File: src/rtl/alu_pkg.sv
// Shared opcode map and arbiter state encoding for the ALU sharing logic.
package alu_pkg;

    localparam logic [3:0] ALU_ADD  = 4'h0;
    localparam logic [3:0] ALU_SUB  = 4'h1;
    localparam logic [3:0] ALU_MUL  = 4'h2;
    localparam logic [3:0] ALU_AND  = 4'h3;
    localparam logic [3:0] ALU_OR   = 4'h4;
    localparam logic [3:0] ALU_SLT  = 4'h5;
    localparam logic [3:0] ALU_SEQ  = 4'h6;
    localparam logic [3:0] ALU_SNE  = 4'h7;
    localparam logic [3:0] ALU_SRL  = 4'h8;
    localparam logic [3:0] ALU_SLL  = 4'h9;
    localparam logic [3:0] ALU_ROTR = 4'hA;
    localparam logic [3:0] ALU_CNTO = 4'hB;
    localparam logic [3:0] ALU_CNTZ = 4'hC;

    localparam logic [3:0] ALU_OP_MAX = ALU_CNTZ;

    typedef enum logic {
        IDLE = 1'b0,
        EXEC = 1'b1
    } arb_state_e;

endpackage

File: src/rtl/alu_arbiter_if.sv
// Request/response bundle between the two ALU clients and the arbiter.
interface alu_arbiter_if #(
    parameter int unsigned DATA_WIDTH = 32,
    parameter int unsigned OP_WIDTH   = 4
);
    logic                  Req0, Req1;
    logic                  Ready0, Ready1;
    logic [DATA_WIDTH-1:0] A0, B0, A1, B1;
    logic [OP_WIDTH-1:0]   Op0, Op1;
    logic                  RspValid0, RspValid1;
    logic [DATA_WIDTH-1:0] RspData0, RspData1;
    logic                  RspZero0, RspZero1;
    logic                  RspErr0, RspErr1;
    logic                  RspAck0, RspAck1;
    logic                  Busy;

    modport master (
        output Req0, Req1, A0, B0, A1, B1, Op0, Op1, RspAck0, RspAck1,
        input  Ready0, Ready1, RspValid0, RspValid1, RspData0, RspData1,
        input  RspZero0, RspZero1, RspErr0, RspErr1, Busy
    );

    modport slave (
        input  Req0, Req1, A0, B0, A1, B1, Op0, Op1, RspAck0, RspAck1,
        output Ready0, Ready1, RspValid0, RspValid1, RspData0, RspData1,
        output RspZero0, RspZero1, RspErr0, RspErr1, Busy
    );
endinterface

File: src/rtl/ALU32Bit.sv
// Combinational 32-bit ALU shared by the arbiter; Zero flags an all-zero result.
module ALU32Bit
    import alu_pkg::*;
(
    input  logic [3:0]  ALUControl,
    input  logic [31:0] A,
    input  logic [31:0] B,
    output logic [31:0] ALUResult,
    output logic        Zero
);
    logic [5:0]  ones;
    logic [4:0]  sh;
    logic [31:0] rot;

    assign sh  = B[4:0];
    // Shifting by 32 yields zero, so sh == 0 degenerates to A unchanged.
    assign rot = (A >> sh) | (A << (6'd32 - {1'b0, sh}));

    always_comb begin
        ones = 6'd0;
        for (int i = 0; i < 32; i++) begin
            ones = ones + {5'd0, A[i]};
        end
    end

    always_comb begin
        ALUResult = 32'd0;
        unique case (ALUControl)
            ALU_ADD:  ALUResult = A + B;
            ALU_SUB:  ALUResult = A - B;
            ALU_MUL:  ALUResult = A * B;
            ALU_AND:  ALUResult = A & B;
            ALU_OR:   ALUResult = A | B;
            ALU_SLT:  ALUResult = {31'd0, $signed(A) < $signed(B)};
            ALU_SEQ:  ALUResult = {31'd0, A == B};
            ALU_SNE:  ALUResult = {31'd0, A != B};
            ALU_SRL:  ALUResult = A >> sh;
            ALU_SLL:  ALUResult = A << sh;
            ALU_ROTR: ALUResult = rot;
            ALU_CNTO: ALUResult = {26'd0, ones};
            ALU_CNTZ: ALUResult = {26'd0, 6'd32 - ones};
            default:  ALUResult = 32'd0;
        endcase
    end

    assign Zero = (ALUResult == 32'd0);
endmodule

File: src/rtl/alu_arbiter.sv
// Round-robin sharing of one ALU32Bit between two requesters, with a held
// response register per requester released by its acknowledge.
module alu_arbiter
    import alu_pkg::*;
#(
    parameter int unsigned         DATA_WIDTH = 32,
    parameter int unsigned         OP_WIDTH   = 4,
    parameter logic [OP_WIDTH-1:0] MAX_OP     = ALU_OP_MAX
) (
    input logic          Clk,
    input logic          Reset,
    alu_arbiter_if.slave bus
);
    arb_state_e            state_q, state_d;
    logic                  last_q, owner_q;
    logic [DATA_WIDTH-1:0] a_q, b_q;
    logic [OP_WIDTH-1:0]   op_q;
    logic [1:0]            rsp_valid_q, rsp_zero_q, rsp_err_q;
    logic [DATA_WIDTH-1:0] rsp_data_q [2];

    logic [1:0]            elig, gnt;
    logic                  illegal;
    logic [OP_WIDTH-1:0]   alu_ctrl;
    logic [DATA_WIDTH-1:0] alu_a, alu_b, alu_result;
    logic                  alu_zero;

    // A requester still holding an unacknowledged response may not be granted.
    assign elig = {bus.Req1 & ~rsp_valid_q[1], bus.Req0 & ~rsp_valid_q[0]};

    always_comb begin
        state_d = state_q;
        gnt     = 2'b00;
        unique case (state_q)
            IDLE: begin
                if (&elig) begin
                    gnt = last_q ? 2'b01 : 2'b10;
                end else begin
                    gnt = elig;
                end
                if (|gnt) begin
                    state_d = EXEC;
                end
            end
            EXEC: state_d = IDLE;
        endcase
    end

    assign illegal  = (op_q > MAX_OP);
    assign alu_ctrl = illegal ? '0 : op_q;
    assign alu_a    = illegal ? '0 : a_q;
    assign alu_b    = illegal ? '0 : b_q;

    ALU32Bit u_alu (
        .ALUControl(alu_ctrl),
        .A         (alu_a),
        .B         (alu_b),
        .ALUResult (alu_result),
        .Zero      (alu_zero)
    );

    always_ff @(posedge Clk or negedge Reset) begin
        if (!Reset) begin
            state_q       <= IDLE;
            last_q        <= 1'b1;
            owner_q       <= 1'b0;
            a_q           <= '0;
            b_q           <= '0;
            op_q          <= '0;
            rsp_valid_q   <= '0;
            rsp_zero_q    <= '0;
            rsp_err_q     <= '0;
            rsp_data_q[0] <= '0;
            rsp_data_q[1] <= '0;
        end else begin
            state_q <= state_d;
            if (|gnt) begin
                owner_q <= gnt[1];
                last_q  <= gnt[1];
                a_q     <= gnt[1] ? bus.A1 : bus.A0;
                b_q     <= gnt[1] ? bus.B1 : bus.B0;
                op_q    <= gnt[1] ? bus.Op1 : bus.Op0;
            end
            if (bus.RspAck0) rsp_valid_q[0] <= 1'b0;
            if (bus.RspAck1) rsp_valid_q[1] <= 1'b0;
            if (state_q == EXEC) begin
                rsp_valid_q[owner_q] <= 1'b1;
                rsp_data_q[owner_q]  <= alu_result;
                rsp_zero_q[owner_q]  <= alu_zero;
                rsp_err_q[owner_q]   <= illegal;
            end
        end
    end

    assign bus.Ready0    = gnt[0];
    assign bus.Ready1    = gnt[1];
    assign bus.Busy      = (state_q == EXEC);
    assign bus.RspValid0 = rsp_valid_q[0];
    assign bus.RspValid1 = rsp_valid_q[1];
    assign bus.RspData0  = rsp_data_q[0];
    assign bus.RspData1  = rsp_data_q[1];
    assign bus.RspZero0  = rsp_zero_q[0];
    assign bus.RspZero1  = rsp_zero_q[1];
    assign bus.RspErr0   = rsp_err_q[0];
    assign bus.RspErr1   = rsp_err_q[1];
endmodule

File: src/flat_wrapper.sv
// flat-port wrapper written by rule: the top's interface ports become plain ports
module alu_arbiter_flat import alu_pkg::*;
#(
    parameter int unsigned         DATA_WIDTH = 32,
    parameter int unsigned         OP_WIDTH   = 4,
    parameter logic [OP_WIDTH-1:0] MAX_OP     = ALU_OP_MAX
)
  (Clk, Reset, bus_Req0, bus_Req1, bus_A0, bus_B0, bus_A1, bus_B1, bus_Op0, bus_Op1, bus_RspAck0, bus_RspAck1, bus_Ready0, bus_Ready1, bus_RspValid0, bus_RspValid1, bus_RspData0, bus_RspData1, bus_RspZero0, bus_RspZero1, bus_RspErr0, bus_RspErr1, bus_Busy);
  alu_arbiter_if #(.DATA_WIDTH(DATA_WIDTH), .OP_WIDTH(OP_WIDTH)) bus_i ();
  input logic Clk;
  input logic Reset;
  input wire logic [$bits(bus_i.Req0)-1:0] bus_Req0;
  input wire logic [$bits(bus_i.Req1)-1:0] bus_Req1;
  input wire logic [$bits(bus_i.A0)-1:0] bus_A0;
  input wire logic [$bits(bus_i.B0)-1:0] bus_B0;
  input wire logic [$bits(bus_i.A1)-1:0] bus_A1;
  input wire logic [$bits(bus_i.B1)-1:0] bus_B1;
  input wire logic [$bits(bus_i.Op0)-1:0] bus_Op0;
  input wire logic [$bits(bus_i.Op1)-1:0] bus_Op1;
  input wire logic [$bits(bus_i.RspAck0)-1:0] bus_RspAck0;
  input wire logic [$bits(bus_i.RspAck1)-1:0] bus_RspAck1;
  output wire logic [$bits(bus_i.Ready0)-1:0] bus_Ready0;
  output wire logic [$bits(bus_i.Ready1)-1:0] bus_Ready1;
  output wire logic [$bits(bus_i.RspValid0)-1:0] bus_RspValid0;
  output wire logic [$bits(bus_i.RspValid1)-1:0] bus_RspValid1;
  output wire logic [$bits(bus_i.RspData0)-1:0] bus_RspData0;
  output wire logic [$bits(bus_i.RspData1)-1:0] bus_RspData1;
  output wire logic [$bits(bus_i.RspZero0)-1:0] bus_RspZero0;
  output wire logic [$bits(bus_i.RspZero1)-1:0] bus_RspZero1;
  output wire logic [$bits(bus_i.RspErr0)-1:0] bus_RspErr0;
  output wire logic [$bits(bus_i.RspErr1)-1:0] bus_RspErr1;
  output wire logic [$bits(bus_i.Busy)-1:0] bus_Busy;
  assign bus_i.Req0 = bus_Req0;
  assign bus_i.Req1 = bus_Req1;
  assign bus_i.A0 = bus_A0;
  assign bus_i.B0 = bus_B0;
  assign bus_i.A1 = bus_A1;
  assign bus_i.B1 = bus_B1;
  assign bus_i.Op0 = bus_Op0;
  assign bus_i.Op1 = bus_Op1;
  assign bus_i.RspAck0 = bus_RspAck0;
  assign bus_i.RspAck1 = bus_RspAck1;
  assign bus_Ready0 = bus_i.Ready0;
  assign bus_Ready1 = bus_i.Ready1;
  assign bus_RspValid0 = bus_i.RspValid0;
  assign bus_RspValid1 = bus_i.RspValid1;
  assign bus_RspData0 = bus_i.RspData0;
  assign bus_RspData1 = bus_i.RspData1;
  assign bus_RspZero0 = bus_i.RspZero0;
  assign bus_RspZero1 = bus_i.RspZero1;
  assign bus_RspErr0 = bus_i.RspErr0;
  assign bus_RspErr1 = bus_i.RspErr1;
  assign bus_Busy = bus_i.Busy;
  alu_arbiter #(.DATA_WIDTH(DATA_WIDTH), .OP_WIDTH(OP_WIDTH), .MAX_OP(MAX_OP)) u_core (.Clk(Clk), .Reset(Reset), .bus(bus_i));
endmodule
File: config.mk
export PLATFORM = sky130hd
export DESIGN_NAME = alu_arbiter_flat
export DESIGN_NICKNAME = d
export VERILOG_FILES = /design/src/rtl/alu_pkg.sv /design/src/rtl/alu_arbiter_if.sv /design/src/rtl/ALU32Bit.sv /design/src/rtl/alu_arbiter.sv /design/src/flat_wrapper.sv
export SDC_FILE = /design/constraint.sdc
export NUM_CORES = 2
export LEC_CHECK = 0
export ABC_AREA = 1
export BUFFER_PORTS_ARGS = -buffer_cell sky130_fd_sc_hd__buf_2
export CORE_AREA = 2 2 273 275
export CTS_BUF_LIST = sky130_fd_sc_hd__clkbuf_4
export CTS_CLUSTER_DIAMETER = 30
export DETAILED_ROUTE_END_ITERATION = 10
export DIE_AREA = 0 0 275 277
export SETUP_SLACK_MARGIN = 0.2
export SYNTH_ARGS = -nofsm -noshare
export SYNTH_HDL_FRONTEND = slang
export SYNTH_SLANG_ARGS = --single-unit
File: constraint.sdc
create_clock -name Clk -period 7.3 [get_ports Clk]
set_clock_uncertainty 0.1 [all_clocks]
set_input_delay 0.73 -clock Clk [delete_from_list [all_inputs] [get_ports Clk]]
set_output_delay 0.73 -clock Clk [all_outputs]
set_load 0.005 [all_outputs]
==> run summary <==
Overflow after GRT -> 0
worst r2r src -> u_core.op_q[1]
I/O Buffers -> 214
total track usage -> 44.17%
Hold Vio Cnt, Final -> 0
row cnt -> 100
fillcell total -> 7201
Initial Utilization -> 44.54%
area grow syn2layout -> 28.20%
initial drt markers -> 4379
area leader, netlist -> fa_1
Synth top area share -> 26.52%
vias in the first global route -> 35982
Setup CP Type -> reg -> reg
Hold Path Cell Cnt -> 3
Post-Syn Area per Cell -> 6.852 um2
Final nets -> 6268
reg-to-reg endpoint -> u_core.rsp_zero_q[0]
largest cells by area after synthesis -> fa_1 (27%), nand2_1 (11%), dfrtp_1 (11%), ha_1 (8.7%), inv_1 (8.0%)
Clk pin slew, worst setup/hold paths -> 0.16 ns
worst slew pin tran -> 1.360 ns
hold_sp -> bus_B0[17]
final setup fails -> 30
Register Area -> 3532 um2
CTS tree -> done
worst hold path type -> in -> reg
Worst-Skew Late Latency -> 0.75 ns
Routed Wire Length -> 168600 um
DIE AREA -> 76180 um2
sequential share of the synthesized area -> 10.77%
Final Core Density -> 57.10%
Top cell by count, worst path -> fa_1
crit path max fanout -> 9
multi-input logic area -> 27240 um2
fin crit share -> 110.3%
Worst Hold End -> u_core.b_q[17]
DPL Wire Length -> 139000 um
Core Region -> 73570 um2
Placement Setup Slack -> -1.154 ns
CP Capture Type -> flip-flop
crit-path max cell delay -> 0.55 ns
wire length per cell -> 26.14 um
Die Ht -> 277 um
Tmin final -> 8.053 ns
Slew Viols, Final -> 0
DRC violations left -> 0
cells after synthesis -> 4782
Detailed Routing Iterations Pass 1 -> 9
Num CTS Buffers -> 17
antenna violations before repair -> 7
Post-synth EDFFs -> 0
Net Count, Synth -> 5587
slowest CP cell -> fa_1
status -> complete, but fails checks
Synth Warn # -> 0
routed vias/inst -> 5.775
fraction of layout cells with a size suffix above 1 -> 24.45%
largest net degree at the start of global routing -> 106
Mapped Area -> 32770 um2
clk root buf -> clkbuf_4
Synth async-reset ratio -> 100.0%
Netlist cell types -> 63
Startpoint Class -> flip-flop
vias -> 37231
clock tree sinks -> 141
setup ws final -> -0.7534 ns
first-pass GRT wire length -> 243700 um
Most used DFF post-synth -> dfrtp_1
FF-to-FF path depth -> 38
# IOs -> 215
synthesized flop and latch total -> 141
RSZ-0062 raised after global routing -> true
failing checks -> negative setup slack
WP data required -> 7.86 ns
H-tree depth -> 4
Slew Limit Headroom -> 8.182%
Max Freq -> 124.2 MHz
crit path DAT -> 8.61 ns
CTS Buffer Depth -> 2
FF-to-FF setup slack -> -0.75 ns
Routability Congestion -> 1.065
chip width -> 275 um
max_cap viols -> 0
Detail Route Antenna Nets -> 0
==> worst max path at each step <==
stage / startpoint / to / depth (start not counted)
floorplan: u_core.op_q[0] / u_core.rsp_zero_q[0] / 34
global placement: u_core.op_q[0] / u_core.rsp_zero_q[1] / 30
detailed placement: u_core.op_q[0] / u_core.rsp_zero_q[0] / 30
CTS: u_core.op_q[1] / u_core.rsp_zero_q[0] / 32
global route: u_core.op_q[1] / u_core.rsp_zero_q[0] / 37
finish: u_core.op_q[1] / u_core.rsp_zero_q[0] / 38
==> what timing repair did <==
| action | 4_1_cts | 5_1_grt |
|---|---|---|
| gates resized for setup | 281 | 220 |
| hold buffers | 3 | 0 |
| pin swaps | 165 | 131 |
| buffers inserted | 68 | 48 |
| hold endpoints to repair | 79 | 0 |
| setup endpoints to repair | 56 | 60 |
==> worst max-delay path: cells and delay by family, from the launching register on <==
kind / cells / cell delay (ns)
adders and majority gates: 9 / 4.19
and+or+nand+nor: 17 / 1.74
buffers and inverters: 10 / 1.08
DFF: 1 / 0.44
AOI/OAI and AO/OA: 2 / 0.43
==> kinds of logic after synthesis <==
family          count (synthesis)  synth area share [%]
compound gates                683                 11.59
xor+xnor                       26                0.7599
fa+ha+maj                     663                 35.26
buf+inv                       946                 11.46
flops                         141                 10.77
mux                             1               0.03055
simple gates                 2322                 30.13
==> Yosys cell counts, types with 44 or more instances <==
cell type and n:
dfrtp_1 140, ha_1 229, o22ai_1 72, buf_2 44, nor2_1 655, inv_1 694, clkbuf_1 136, o21ai_0 253
nand2_1 1003, a21oi_1 208, nand4_1 54, nand3_1 492, fa_1 434
==> through the flow <==
step	std cells	area, um2	TNS [ns]	hold slack (ns)
3_3_place_gp	6294	38890	-16.24	0.3584
3_5_place_dp	6294	38890	-19.73	0.3605
5_1_grt	6447	42010	-21.25	0.1075
4_1_cts	6397	40860	-11.82	0.03787
2_1_floorplan	4782	33210	0	0.3344
6_report	6447	42010	-13.38	0.1332
==> final cells by class <==
cell class / count / area share, %
antenna: 2 / 0.01191
clock buffer: 17 / 0.3038
clock inverter: 15 / 0.4259
inverter: 725 / 6.589
multi-input combinational: 3695 / 64.85
sequential: 141 / 8.409
tap: 969 / 2.886
timing repair buffer: 883 / 16.53
==> state kept, by name (all words and copies together), names as in the netlist <==
register and flops:
u_core.bus.Busy 1, u_core.b_q 32, u_core.op_q 4, u_core.a_q 32, u_core.last_q 1, u_core.rsp_err_q 2, u_core.bus.RspData0 32, u_core.rsp_valid_q 2
u_core.owner_q 1, u_core.rsp_zero_q 2, u_core.bus.RspData1 32
==> routing by layer <==
layer	track usage [%]	share of wire (%)	wire length [um]	vias up
met5	0	0.018	30	-
met4	22.91	6.6	11080	4
met3	10.14	11	18450	488
met2	66.64	43	72720	2278
met1	58.91	39	66280	17911
li1	-	-	-	16550
==> placed cells by master, fill, tap and decap left out, types with 15 or more instances in the layout <==
master / count
nand4_1: 54
buf_6: 47
nand2_4: 30
o21ai_1: 49
nand2_2: 42
a21oi_2: 25
o22ai_1: 72
o21ai_0: 223
inv_1: 639
dfrtp_1: 138
buf_12: 47
clkinv_1: 15
nand3_1: 474
a21oi_1: 177
clkbuf_4: 17
o211ai_1: 31
inv_2: 60
buf_2: 213
nor2_1: 572
nor2_2: 56
nor2_4: 41
ha_4: 33
fa_2: 34
fa_1: 400
o21ai_2: 16
nand3_2: 21
buf_4: 563
nand3b_1: 21
nand2_1: 950
xor2_1: 16
ha_1: 193
Power is left out: the tool's default activity adds up to more than one toggle a clock period on the data nets, which glitch-free logic cannot reach.
